--- src/rtl/fir_coef_loader.sv ---
// -----------------------------------------------------------------------------
// fir_coef_loader
//
// Double-buffered coefficient bank for the 37-tap FIR datapath. Writes arrive
// on a valid/ready port and land in a shadow bank. A commit copies the whole
// shadow bank into the active bank in a single edge, so the FIR never sees a
// partially updated tap set. Both banks come out of reset holding an impulse
// (centre tap at full positive scale), which makes the FIR a pure delay.
//
// Ports:
//   clk          clock
//   rst_n        asynchronous active-low reset
//   wr_valid     coefficient write request
//   wr_ready     write can be accepted this cycle (low only while swapping)
//   wr_addr      tap index of the write
//   wr_data      signed coefficient value
//   commit       request a shadow->active copy
//   commit_done  one-cycle pulse, active bank has just been updated
//   addr_err     one-cycle pulse, last accepted write had an illegal address
//   wr_count     accepted writes since the last commit (saturating)
//   taps_flat    active bank, tap k at bits [k*WL +: WL]
//
// ADDR_WL must be wide enough to index every tap (2**ADDR_WL >= TAP_NUM).
// -----------------------------------------------------------------------------
module fir_coef_loader #(
   parameter int WL      = 14,
   parameter int TAP_NUM = 37,
   parameter int ADDR_WL = 6,
   parameter int SYM     = 0
) (
   input  logic                      clk,
   input  logic                      rst_n,
   input  logic                      wr_valid,
   output logic                      wr_ready,
   input  logic [ADDR_WL-1:0]        wr_addr,
   input  logic signed [WL-1:0]      wr_data,
   input  logic                      commit,
   output logic                      commit_done,
   output logic                      addr_err,
   output logic [ADDR_WL:0]          wr_count,
   output logic [TAP_NUM*WL-1:0]     taps_flat
);

   localparam logic [1:0] ST_IDLE = 2'd0;
   localparam logic [1:0] ST_LOAD = 2'd1;
   localparam logic [1:0] ST_SWAP = 2'd2;

   localparam int CENTRE = (TAP_NUM - 1) / 2;

   // In symmetric mode only the lower half (centre included) is addressable;
   // the upper half is filled by mirroring.
   localparam logic [ADDR_WL:0] ADDR_LIMIT =
      (ADDR_WL+1)'((SYM != 0) ? (CENTRE + 1) : TAP_NUM);

   localparam logic [ADDR_WL:0] COUNT_MAX = '1;

   // Reset image of a single tap: impulse at the centre tap.
   function automatic logic signed [WL-1:0] reset_tap(input int k);
      logic signed [WL-1:0] v;
      v = '0;
      if (k == CENTRE) begin
         v = {1'b0, {(WL-1){1'b1}}};
      end
      return v;
   endfunction

   // Write counter increment that holds at its maximum instead of wrapping.
   function automatic logic [ADDR_WL:0] count_sat_inc(input logic [ADDR_WL:0] c);
      logic [ADDR_WL:0] r;
      r = c;
      if (c != COUNT_MAX) begin
         r = c + 1'b1;
      end
      return r;
   endfunction

   logic [1:0]                 state;
   logic [1:0]                 next_state;
   logic                       accept;
   logic                       legal;
   logic [TAP_NUM-1:0]         hit;
   logic signed [WL-1:0]       shadow [TAP_NUM];
   logic signed [WL-1:0]       active [TAP_NUM];

   assign wr_ready = (state != ST_SWAP);
   assign accept   = wr_valid && wr_ready;
   assign legal    = ({1'b0, wr_addr} < ADDR_LIMIT);

   // Per-tap write enables. In symmetric mode a legal address k also selects
   // TAP_NUM-1-k; for the centre tap both terms pick the same entry.
   always_comb begin
      hit = '0;
      for (int k = 0; k < TAP_NUM; k++) begin
         hit[k] = accept && legal &&
                  ((wr_addr == ADDR_WL'(k)) ||
                   ((SYM != 0) && (wr_addr == ADDR_WL'(TAP_NUM - 1 - k))));
      end
   end

   // A commit wins over a write in IDLE: the write still lands in the shadow
   // bank on the same edge, so it is included in the swap.
   always_comb begin
      next_state = state;
      case (state)
         ST_IDLE: begin
            if (commit) begin
               next_state = ST_SWAP;
            end else if (accept && legal) begin
               next_state = ST_LOAD;
            end
         end
         ST_LOAD: begin
            if (commit) begin
               next_state = ST_SWAP;
            end
         end
         ST_SWAP: next_state = ST_IDLE;
         default: next_state = ST_IDLE;
      endcase
   end

   // Control registers: state, status pulses and write counter.
   always_ff @(posedge clk or negedge rst_n) begin
      if (!rst_n) begin
         state       <= ST_IDLE;
         commit_done <= 1'b0;
         addr_err    <= 1'b0;
         wr_count    <= '0;
      end else begin
         state       <= next_state;
         commit_done <= (state == ST_SWAP);
         addr_err    <= accept && !legal;
         if (state == ST_SWAP) begin
            wr_count <= '0;
         end else if (accept) begin
            wr_count <= count_sat_inc(wr_count);
         end
      end
   end

   // Shadow bank: written directly from the write port. Not cleared by a
   // commit, so later loads only need to rewrite the taps that change.
   always_ff @(posedge clk or negedge rst_n) begin
      if (!rst_n) begin
         for (int k = 0; k < TAP_NUM; k++) begin
            shadow[k] <= reset_tap(k);
         end
      end else begin
         for (int k = 0; k < TAP_NUM; k++) begin
            if (hit[k]) begin
               shadow[k] <= wr_data;
            end
         end
      end
   end

   // Active bank: whole-bank copy on the single SWAP cycle.
   always_ff @(posedge clk or negedge rst_n) begin
      if (!rst_n) begin
         for (int k = 0; k < TAP_NUM; k++) begin
            active[k] <= reset_tap(k);
         end
      end else if (state == ST_SWAP) begin
         for (int k = 0; k < TAP_NUM; k++) begin
            active[k] <= shadow[k];
         end
      end
   end

   for (genvar k = 0; k < TAP_NUM; k++) begin : g_flat
      assign taps_flat[k*WL +: WL] = active[k];
   end

endmodule

--- config.mk ---
export PLATFORM = sky130hd
export DESIGN_NAME = fir_coef_loader
export DESIGN_NICKNAME = d
export VERILOG_FILES = /design/src/rtl/fir_coef_loader.sv
export SDC_FILE = /design/constraint.sdc
export NUM_CORES = 2
export LEC_CHECK = 0
export ABC_AREA = 1
export CAP_MARGIN = 5
export CORE_ASPECT_RATIO = 1.1
export CORE_UTILIZATION = 55
export CTS_CLUSTER_DIAMETER = 40
export DETAILED_ROUTE_END_ITERATION = 10
export PLACE_DENSITY = 0.8
export SYNTH_ARGS = -nofsm -noshare
export SYNTH_HDL_FRONTEND = slang
export SYNTH_SLANG_ARGS = --single-unit
--- constraint.sdc ---
create_clock -name clk -period 2.4 [get_ports clk]
set_clock_uncertainty 0.2 [all_clocks]
set_input_delay 0.48 -clock clk [delete_from_list [all_inputs] [get_ports clk]]
set_output_delay 0.48 -clock clk [all_outputs]
set_load 0.02 [all_outputs]
==> results.cfg <==
[floorplanning]
die_area_um2 = 75300
core_um2 = 73300
rows = 104
io_pins = 552
die_y_um = 288
die_w_um = 262
start_util_pct = 55.7

[detailed_routing]
drt_iter0_markers = 4000
viasPerCell = 5.66
drc_errors = 0
antenna_left = 0
firstDrtPassIters = 6
num_vias = 35200
wl_um = 129000
wl_per_cell_um = 20.8

[yosys]
synth-seq-area-share_pct = 64.3
synth.net_count = 4651
synthCells = 4626
synth_area_leaders = dfrtp_1 63%, nand2_1 24%, o21ai_0 5.2%
avgSynthCellArea_um2 = 8.82
yosysUniqueCellTypes = 24
netlist.area_leader.share_pct = 62.6
synth_area_um2 = 40800
synth_seq_cells = 1047
yosysWarningCount = 0
synth_top_area_cell = dfrtp_1

[timing]
fmax_ghz = 0.421
finalHoldViolCount = 0
period_share_pct = 99.1
grt_setup_unrepaired = false
maxSlewHeadroom_pct = 53.6
setup_viol = 0
worstMarginPinSlew_ns = 0.696
min_period_ns = 2.38
maxSlewViolCount = 0

[critical_path]
end_kind = output port
path_delay_family = buffers and inverters
worstPathArrival_ns = 1.70
worstPathCellList = clkdlybuf4s50_1
cp_num_buf_inv = 1
worst_path_max_delay_cell = clkdlybuf4s50_1
crit_required_ns = 1.72
crit_type = register to output port
slowest_delay_ns = 0.63
critPathLaunchType = register
timing.critical_path.fanout_max = 2
r2r_slack_ns = 0.23

[grt]
grt_pass1_vias = 34500
grt_max_degree = 142
grt_pass1_wl_um = 198000
track_usage_pct = 34.4
antenna_found_initial = 1
overflow = 0

[power_and_ir_drop]
pwr-share-comb_pct = 19.2
p_leak_nw = 29.0
p_sw_mw = 15.9
switching_share_pct = 30.8
power_mw = 51.6
seq_power_share_pct = 43.1
vdd_drop_max_v = 0.000612
powerDensity_nw_per_um2 = 977
clkPwrFrac_pct = 37.8
internal_power_mw = 35.7

[clock_network]
cts_max_path_buffers = 3
cts.clk_slew.worst_paths_ns = 0.06
clock_latency_ns = 0.68
h-tree-depth = 3
cts_tree = yes
clock_sinks = 1047
cts-root-buf = clkbuf_16
cts_buffers = 120

[layout]
fin_util_pct = 72.1
layout-drive-gt1-share_pct = 9.26
multiInputGateArea_um2 = 13200
fin_nets = 5188
fillers = 5145
area_growth_pct = 29.4
seq_area_um2 = 26200

[placement]
port_buffers = 551
routabilityCongestion = 0.860
dp_hpwl_um = 78900

[worst_hold_path]
hold_path.class = input pin to register

[run]
cap_violations = 0

[run_status]
status = completed
-- layout by cell type, fill, tap and decap left out, types with 19 or more instances in the layout --
master           instances
nand2_1               2628
dfrtp_1               1021
o21ai_0                424
clkdlybuf4s50_1        371
dlygate4sd2_1          146
clkbuf_16              123
buf_4                  110
buf_12                  82
nand4_1                 71
o21ai_1                 27
nor2_4                  26
dfstp_2                 26
nor2_1                  20
nand3_1                 19
clkinv_2                19
-- kinds of logic (layout without fill, tap and decap cells) --
family                     Yosys count  after routing  synth area share (%)
AOI/OAI and AO/OA                  451            451                  5.53
xor gates and xnor gates             1              1                0.0215
adders and majority gates            1              1                0.0307
buffers and inverters              349            991                  3.44
and+or+nand+nor                   2777           2777                  26.7
other                                0              3                     0
DFF                               1047           1047                  64.3
-- per-layer routing --
metal	vias to the layer above	track usage, %	part of all wire (%)
li1	15500	-	-
met1	17300	46.1	38
met2	2020	53.7	47
met3	436	5.34	8.6
met4	0	19.7	6.1
met5	-	0	0
-- power by group through the flow --
stage / clock network (mW) / registers, mW / logic, mW
after global routing: 20.3 / 22.4 / 10.6
after floorplan: 0 / 23.8 / 3.01
after detailed placement: 0 / 22.4 / 10.1
after global placement: 0 / 22.4 / 9.90
after CTS: 19.6 / 22.2 / 9.92
final: 19.5 / 22.2 / 9.89
-- metrics by stage --
step                TNS [ns]  std cells  setup WS [ns]  hold WS, ns  instance area [µm²]
floorplan                  0       4626          0.437      -0.0156                40800
CTS                  -0.0751       6222        -0.0751       0.0603                52700
finish                     0       6225         0.0227       0.0978                52800
detailed placement    -22.45       5994         -0.152        0.238                48600
global route               0       6222       0.000463       0.0883                52800
global placement      -11.98       5994        -0.0964        0.237                48600
-- final cells by class --
type	count	share of cell area, %
Inverter	20	0.156
Tap cell	954	2.26
Clock inverter	78	1.86
Timing Repair Buffer	744	14.7
Antenna cell	3	0.0142
Multi-Input combinational cell	3230	25.0
Clock buffer	149	6.30
Sequential cell	1047	49.7
-- flip-flops by register name, indices dropped and copies added (netlist names) --
signal	flops
shadow	518
state	2
commit_done	1
addr_err	1
wr_count	7
taps_flat	518
-- what timing repair did --
action / CTS / global route
hold buffers: 1 / 0
gates resized for setup: 147 / 20
setup buffers: 0 / 0
hold endpoints to repair: 368 / 0
endpoints found under the setup margin: 147 / 19
-- synthesized netlist by cell type, drive strengths merged --
cell type and n:
clkinv 1, ha 1, buf 72, nor2 52, nand3 21, nand2 2630, nor3b 1, dfrtp 1021
xor2 1, nor3 2, nand4 71, clkbuf 257, o21ai 451, dfstp 26, inv 19
-- path summary, 6_finish.rpt --
check / from / to / depth (start not counted)
worst max-delay path: taps_flat[117] / taps_flat[117] / 1
worst max register to register: state[0] / shadow[260] / 8
max in group asynchronous: rst_n / wr_count[1] / 3
min in group asynchronous: rst_n / taps_flat[434] / 2
worst min-delay path: wr_data[12] / shadow[264] / 4
worst min register to register: taps_flat[161] / taps_flat[161] / 2
Power figures use the tool's default switching activity.
